$ cat src/rtl/microop_sequencer_pkg.sv
`default_nettype none
// ============================================================================
// Module      : microop_sequencer_pkg
// Description : Shared control-logic constants: in_plane load codes, reg_sel
//               codes, reserved opcodes, opword field positions and the
//               misc_plane counter-reset value. Imported by the microcode ROM
//               and the micro-op sequencer.
// Revision    : 1.0 - initial release
// ============================================================================
package microop_sequencer_pkg;

  // Field widths shared by the sequencer and the ROM interface
  localparam int IN_PLANE_W  = 3;
  localparam int REG_SEL_W   = 2;
  localparam int CTRL_DATA_W = 6;
  localparam int REG_IDX_W   = 5;
  localparam int IMM_W       = 16;

  // in_plane codes: what the sequencer loads from this micro-op
  localparam logic [IN_PLANE_W-1:0] IN_NONE   = 3'd0;
  localparam logic [IN_PLANE_W-1:0] IN_OPCODE = 3'd1;
  localparam logic [IN_PLANE_W-1:0] IN_OPWORD = 3'd2;

  // reg_sel codes: source of the register-file index
  localparam logic [REG_SEL_W-1:0] REG_SEL_RD   = 2'd0;
  localparam logic [REG_SEL_W-1:0] REG_SEL_RS   = 2'd1;
  localparam logic [REG_SEL_W-1:0] REG_SEL_RB   = 2'd2;
  localparam logic [REG_SEL_W-1:0] REG_SEL_CTRL = 2'd3;

  // Reserved microcode routines
  localparam logic [5:0] OP_RESET = 6'd0;
  localparam logic [5:0] OP_FETCH = 6'd1;

  // Opword field bit positions
  localparam int OPCODE_HI = 31;
  localparam int OPCODE_LO = 26;
  localparam int RD_HI     = 25;
  localparam int RD_LO     = 21;
  localparam int RS_HI     = 20;
  localparam int RS_LO     = 16;
  localparam int RB_HI     = 15;
  localparam int RB_LO     = 11;

  // misc_plane value that restarts the micro-op counter
  localparam logic MISC_RESET_MICROOP_COUNTER = 1'b1;

endpackage
`default_nettype wire

$ cat src/rtl/microop_sequencer_opword_field_mux.sv
`default_nettype none
// ============================================================================
// Module      : opword_field_mux
// Description : Resolves the ROM reg_sel field to a register-file index and
//               extracts the 16-bit immediate from the opword.
// Ports       : reg_sel   in  2   ROM reg_sel field
//               opword    in  32  current opword register
//               ctrl_data in  6   ROM ctrl_data field
//               reg_idx   out 5   resolved register-file index
//               immediate out 16  opword[15:0]
// Revision    : 1.0 - initial release
// ============================================================================
module opword_field_mux
  import microop_sequencer_pkg::*;
(
  input  logic [REG_SEL_W-1:0]   reg_sel,
  input  logic [31:0]            opword,
  input  logic [CTRL_DATA_W-1:0] ctrl_data,
  output logic [REG_IDX_W-1:0]   reg_idx,
  output logic [IMM_W-1:0]       immediate
);

  // Bits not consumed here: opcode field and ctrl_data[5]
  logic w_unused_bits;
  assign w_unused_bits = ^{opword[OPCODE_HI:OPCODE_LO], ctrl_data[CTRL_DATA_W-1]};

  assign immediate = opword[IMM_W-1:0];

  always_comb begin
    reg_idx = opword[RD_HI:RD_LO];
    case (reg_sel)
      REG_SEL_RD:   reg_idx = opword[RD_HI:RD_LO];
      REG_SEL_RS:   reg_idx = opword[RS_HI:RS_LO];
      REG_SEL_RB:   reg_idx = opword[RB_HI:RB_LO];
      REG_SEL_CTRL: reg_idx = ctrl_data[REG_IDX_W-1:0];
      default:      reg_idx = opword[RD_HI:RD_LO];
    endcase
  end

endmodule
`default_nettype wire

$ cat src/rtl/microop_sequencer.sv
`default_nettype none
// ============================================================================
// Module      : microop_sequencer
// Description : Drives the microcode ROM address {opcode, microop_count} and
//               holds the opcode, micro-op counter and opword registers.
//               Consumes the ROM's decoded fields for the current step.
// Ports       : clk            in  1   system clock, rising edge
//               rst            in  1   synchronous active-high reset
//               n_booted       in  1   bootstrap in progress, hold in reset
//               stall          in  1   freeze all state this cycle
//               bus            in  32  system data bus
//               in_plane       in  3   ROM load selector
//               misc_plane     in  1   ROM: restart micro-op counter
//               opcode_sel     in  1   ROM: opcode from opword(0) / bus(1)
//               reg_sel        in  2   ROM register-index source
//               ctrl_data      in  6   ROM control data
//               microcode_addr out 11  ROM address, registered
//               opword         out 32  opword register
//               immediate      out 16  opword[15:0]
//               reg_idx        out 5   resolved register-file index
//               fault          out 1   sticky micro-op counter overflow
// Revision    : 1.0 - initial release
// ============================================================================
module microop_sequencer
  import microop_sequencer_pkg::*;
#(
  parameter int OPCODE_W = 6,
  parameter int COUNT_W  = 5,
  parameter int WORD_W   = 32
) (
  input  logic                        clk,
  input  logic                        rst,
  input  logic                        n_booted,
  input  logic                        stall,
  input  logic [WORD_W-1:0]           bus,
  input  logic [IN_PLANE_W-1:0]       in_plane,
  input  logic                        misc_plane,
  input  logic                        opcode_sel,
  input  logic [REG_SEL_W-1:0]        reg_sel,
  input  logic [CTRL_DATA_W-1:0]      ctrl_data,
  output logic [OPCODE_W+COUNT_W-1:0] microcode_addr,
  output logic [WORD_W-1:0]           opword,
  output logic [IMM_W-1:0]            immediate,
  output logic [REG_IDX_W-1:0]        reg_idx,
  output logic                        fault
);

  localparam logic [COUNT_W-1:0] C_COUNT_MAX = '1;

  logic [OPCODE_W-1:0] r_opcode;
  logic [COUNT_W-1:0]  r_count;
  logic [WORD_W-1:0]   r_opword;
  logic                r_fault;

  logic w_hold_reset;
  logic w_overflow;

  // Bootstrap behaves exactly like reset and overrides stall
  assign w_hold_reset = rst | n_booted;
  // Stepping past the last micro-op without a counter restart is a fault
  assign w_overflow   = (r_count == C_COUNT_MAX) && (misc_plane != MISC_RESET_MICROOP_COUNTER);

  always_ff @(posedge clk) begin
    if (w_hold_reset) begin
      r_opcode <= OP_RESET;
      r_count  <= '0;
      r_opword <= '0;
      r_fault  <= 1'b0;
    end else if (!r_fault && !stall) begin
      if (w_overflow) begin
        // Freeze at the faulting address; only reset/bootstrap recovers
        r_fault <= 1'b1;
      end else begin
        r_count <= (misc_plane == MISC_RESET_MICROOP_COUNTER) ? '0 : r_count + 1'b1;
        case (in_plane)
          // Opword side uses the pre-edge register value
          IN_OPCODE: r_opcode <= opcode_sel ? bus[OPCODE_W-1:0]
                                            : r_opword[OPCODE_HI:OPCODE_LO];
          IN_OPWORD: r_opword <= bus;
          default: ;
        endcase
      end
    end
  end

  assign microcode_addr = {r_opcode, r_count};
  assign opword         = r_opword;
  assign fault          = r_fault;

  opword_field_mux u_field_mux (
    .reg_sel   (reg_sel),
    .opword    (r_opword),
    .ctrl_data (ctrl_data),
    .reg_idx   (reg_idx),
    .immediate (immediate)
  );

endmodule
`default_nettype wire
$ cat config.mk
export PLATFORM = sky130hd
export DESIGN_NAME = microop_sequencer
export DESIGN_NICKNAME = d
export VERILOG_FILES = /design/src/rtl/microop_sequencer_pkg.sv /design/src/rtl/microop_sequencer_opword_field_mux.sv /design/src/rtl/microop_sequencer.sv
export SDC_FILE = /design/constraint.sdc
export NUM_CORES = 1
export LEC_CHECK = 0
export CELL_PAD_IN_SITES_DETAIL_PLACEMENT = 1
export CELL_PAD_IN_SITES_GLOBAL_PLACEMENT = 2
export CORE_MARGIN = 10
export CORE_UTILIZATION = 22
export CTS_CLUSTER_DIAMETER = 60
export DETAILED_ROUTE_END_ITERATION = 6
export MAX_ROUTING_LAYER = met4
export PLACE_DENSITY = 0.89
export SYNTH_ARGS = -nofsm -noshare
export SYNTH_HDL_FRONTEND = slang
export SYNTH_SLANG_ARGS = --single-unit
$ cat constraint.sdc
create_clock -name clk -period 2.5 [get_ports clk]
set_clock_uncertainty 0.2 [all_clocks]
set_input_delay 0.75 -clock clk [delete_from_list [all_inputs] [get_ports clk]]
set_output_delay 0.75 -clock clk [all_outputs]
set_load 0.01 [all_outputs]
[Yosys cells after proc, flatten, opt, wreduce, memory -nomap -nowiden]
Cells that the tools add are included.
Cells by class
  $add $sub $neg: 1
  eq/ne operators: 6
  multiplexer cells: 3
  bitwise logic cells: 3
  reductions and logical operators: 9
Operator list (count)
  $pmux W5 S4: 1
  $mux W6: 1
  $reduce_and A3 Y1: 2
  $add A5 B1 Y5 const B: 1
  $eq A5 B5 Y1 const B: 1
  $mux W5: 1
  $eq A2 B2 Y1 const B: 2
  $reduce_and A2 Y1: 2
  $eq A3 B1 Y1 const B: 1
  $eq A3 B2 Y1 const B: 1
  $eq A2 B1 Y1 const B: 1
  $logic_and A1 B1 Y1: 2
  $logic_not A1 Y1: 2
  $logic_not A2 Y1: 1
  $not A1 Y1: 2
  $or A1 B1 Y1: 1
Word-level totals
  register bits: 44

[Longest topological paths before layout]
  depth in word-level cells: 4
  depth in mapped cells: 7

[Cells and area by module]
Synthesis repeated with hierarchy kept, for this count alone.
Second synthesis, totals
  cells, all modules: 234
  area total of the unflattened synthesis: 2182.1 sq um
Modules (own cells, without submodules)
  microop_sequencer: times used 1, cells each 212, area each 1938.1 sq um
  opword_field_mux: times used 1, cells each 22, area each 244.0 sq um

[Least setup slack after synthesis]
Ideal clock, no wire load.
  kind: input to output
  start: input port reg_sel[0]
  end: output port reg_idx[1]
  data arrival time: 1.584 ns
  data required time: 1.550 ns
  path slack: -0.034 ns
  stages on the path: 2
  cell sequence: clkbuf_1 mux4_2
Between the ends
  cells in the longest elaborated chain, start to end: 2
Ends and longest elaborated chain
  start, declared: RTL line microop_sequencer.sv:39  | input logic [REG_SEL_W-1:0] reg_sel,
  $eq A2 B2 Y1 (tied with other cells): RTL line microop_sequencer_opword_field_mux.sv:31  | case (reg_sel)
  $pmux W5 S4 (*): RTL line microop_sequencer_opword_field_mux.sv:31
  end, declared: RTL line microop_sequencer.sv:44  | output logic [REG_IDX_W-1:0] reg_idx,
Every way passes the cells marked *; elsewhere a longest branch is shown, timed or not.

[Final worst setup path]
  start: input port reg_sel[0]
  end: output port reg_idx[3]
Same word-level chain as after synthesis.

==> metrics.log <==
INFO  metric start_util = 0.2245
INFO  metric yosys.cell_types.count = 27
INFO  metric timing.critical_path.from_type = input pin
INFO  metric powerDensity = between 300 and 400 nW/um^2
INFO  metric floorplan.die.height = 119.4 um
INFO  metric power.internal = 1.029 mW
INFO  metric antenna_cells_inserted = 0
INFO  metric type_of_the_setup_path_with_the_least_slack = in -> out
INFO  metric worst-slew-pin-transition = approximately 370 ps
INFO  metric place_inst = 457
INFO  metric synth-edff-count = 0
INFO  metric cts_inserted_buffers = 5
INFO  metric cts_hold_repair.buffers = 0
INFO  metric synth_async_sr_flop_share = 0
INFO  metric mappedNetlistArea = approximately 2200 um^2
INFO  metric grt_overflow_total = 0
INFO  metric critPathArrivalTime = approximately 1600 ps
INFO  metric timing.rr.start = r_count[0]
INFO  metric synthesis.nets = roughly 290
INFO  metric synth_flop_cell = dfxtp_1
INFO  metric detailed_route_via_count = slightly below 2000
INFO  metric area_delta_synth_final = 60.24%
INFO  metric clk_pin_slew = ~100 ps
INFO  metric hold_start = r_opcode[2]
INFO  metric setup-violations-final = 3
INFO  metric finish.cell_count_without_fillers = about 470
INFO  metric drt_pre_antenna_iters = 3
INFO  metric drt-vias-per-instance = approximately 4.3
INFO  metric fp.dieArea = approximately 14000 um^2
INFO  metric fp.dieW = between 100 and 150 um
INFO  metric holdPathEnd = r_opcode[2]
INFO  metric row_count = 36
INFO  metric layout_min_cycle_time = 2507 ps
INFO  metric worst-r2r-cell-count = 7
INFO  metric yosysWarningCount = 0
INFO  metric wirelength = between 7 and 8 mm
INFO  metric nNetsFinal = 383
INFO  metric worst_slack = -7.037 ps
INFO  metric critPathCaptureType = output pin
INFO  metric clock-root-buffer = clkbuf_8
INFO  metric grt_setup_unrepaired = yes
INFO  metric grt_pass1_wl = between 10 and 15 mm
INFO  metric register_bit_total_from_synthesis = between 40 and 50
INFO  metric hold_depth = 2
INFO  metric share_of_final_layout_standard_cells_stronger_than_drive_strength_1 = 0.1261
INFO  metric synthDominantAreaCellType = dfxtp_1
INFO  metric synth_top_area_share = 0.4051
INFO  metric final_max_slew_viol_count = 0
INFO  metric weighted_congestion_reported_at_the_end_of_routability_driven_placement = 0.7495
INFO  metric timing.final.hold_violations = 0
INFO  metric ant_nets = 0
INFO  metric floorplan.io_pins = ~110
INFO  metric drt_first_iter_violations = 40
INFO  metric hold_path.class = reg -> reg
INFO  metric htree_num_levels = 2
INFO  metric setup-tns-final = -15.91 ps
INFO  metric max_cap_violations = 0
INFO  metric clock_insertion_delay_worst_skew = approximately 290 ps
INFO  metric grt_pass1_vias = ~2200
INFO  metric irDropWorstVdd = around 210 uV
INFO  metric fmax = between 0.3 and 0.4 GHz
INFO  metric post-synth-top-count-cell = nand2_1
INFO  metric groute.usage.overall = 0.1001
INFO  metric psw = roughly 350 uW
INFO  metric worstPathRequired = approximately 1600 ps
INFO  metric final_cycle_utilization_of_the_critical_path = 1.003
INFO  metric tritoncts_num_sinks = 44
INFO  metric cts_tree = built
INFO  metric timing.slew.headroom = 0.7545
INFO  metric grt_max_degree = 53
INFO  metric seq_power_share = 0.516
INFO  metric post_drt_wl_per_cell = 15.16 um
INFO  metric synth.cells.most_frequent = 78 x nand2_1, 44 x dfxtp_1, 38 x mux2i_1
INFO  metric synth.yosys.seq_area_share = 0.4051
INFO  metric r2r_end = opword[16]
INFO  metric clk_path_buf_depth = 2
INFO  metric place_worst_setup_slack = -831.8 ps
INFO  metric r2r_setup_slack = 180 ps
INFO  metric port_buffers = approximately 110
INFO  metric area_inside_the_core_boundary = just under 10000 um^2
INFO  metric failed_checks = negative setup slack
INFO  metric postSynthAreaPerCell = 9.293 um^2
INFO  metric number_of_standard_cells_after_synthesis = ~230
INFO  metric sw_frac_of_total = 0.2521
INFO  metric number_of_antenna_violations_at_the_first_check_in_global_routing = 0
INFO  metric run_status = complete, but fails checks
INFO  metric dp_hpwl = ~5.8 mm
INFO  metric cell_types_occupying_the_most_area_after_synthesis = dfxtp_1 41%, mux2i_1 17%, nand2_1 13%
INFO  metric power.combinational.fraction = 0.146
INFO  metric clockPowerShare = 0.338
INFO  metric power.leakage = 1.216 nW
INFO  metric post-route-drc-count = 0
INFO  metric worst_path_fanout_max = 3
metrics by stage:
step	utilization	total power, mW	instance area (um^2)	hold WS [ps]
after global routing	0.3598	1.451	3485	289.7
after floorplan	-	0.8064	2176	282.3
after detailed placement	0.3481	0.9291	3371	261.1
after CTS	0.3590	1.414	3477	274.7
after global placement	0.3481	0.9248	3371	243.5
final	0.3598	1.376	3485	269.3
worst max-delay path by stage:
stage	start	to	slack [ps]	cells after the start
floorplan	reg_sel[0]	reg_idx[1]	90	2
global placement	reg_sel[0]	reg_idx[4]	-810	4
detailed placement	reg_sel[0]	reg_idx[4]	-830	4
CTS	reg_sel[0]	reg_idx[4]	-20	4
global route	reg_sel[0]	reg_idx[3]	-40	4
finish	reg_sel[0]	reg_idx[3]	-7	4
worst max-delay path, stage by stage:
cell and delay, ps:
buf_8 70, buf_6 100, mux4_2 490, buf_6 140
power by group through the flow:
stage	Combinational [mW]	Sequential (mW)	Clock [mW]
2_1_floorplan	0.0782	0.728	0
3_3_place_gp	0.198	0.726	0
3_5_place_dp	0.202	0.727	0
4_1_cts	0.204	0.711	0.499
5_1_grt	0.217	0.712	0.521
6_report	0.201	0.710	0.465
layer usage:
metal / GRT usage / up-vias / part of all wire
met5: - / - / 0
met4: 0.01810 / 0 / 0.0065
met3: 0.03590 / 5 / 0.074
met2: 0.1649 / 74 / 0.47
met1: 0.1160 / 948 / 0.45
li1: - / 957 / -
flip-flops by register name (all words and copies together) (netlist names):
name and cells:
r_opcode 6, opword 32, r_count 5, fault 1
area by class of cell:
cell class | instances | area (um^2)
Clock buffer | 5 | 68.82
Clock inverter | 3 | 23.77
Fill cell | 1126 | 6200
Inverter | 1 | 3.754
Multi-Input combinational cell | 157 | 1086
Sequential cell | 44 | 880.8
Tap cell | 133 | 166.4
Timing Repair Buffer | 123 | 1255
repair_timing:
action / CTS / global route
setup endpoints to repair: 5 / 4
buffers inserted: 0 / 1
pin swaps: 0 / 0
gates resized for setup: 47 / 0
kinds of logic after synthesis:
family	share of synthesized area
buffers and inverters	0.09896
and+or+nand+nor	0.2048
AOI/OAI and AO/OA	0.02186
adders and majority gates	0.01151
DFF	0.4051
muxes	0.2578
placed cells by master, fill, tap and decap left out:
cell type,instances
nand2b_1,3
nand4b_1,1
buf_8,1
buf_4,6
dfxtp_1,44
nor2_1,1
buf_12,3
mux2i_1,38
or2_4,1
nor4_4,1
clkinvlp_4,2
clkbuf_8,5
a21oi_1,4
nor2_4,1
o21ai_0,3
and3_1,1
nor2b_1,1
or4b_1,2
buf_6,7
clkinv_4,1
a31oi_1,2
or4_4,1
nand2_1,78
mux2_2,6
mux4_2,5
clkdlybuf4s15_1,5
ha_1,2
or4_1,3
clkdlybuf4s50_1,100
inv_1,1
nand3b_1,2
buf_2,1
or2_2,1
Note: power is estimated with default switching activity, not from simulation.
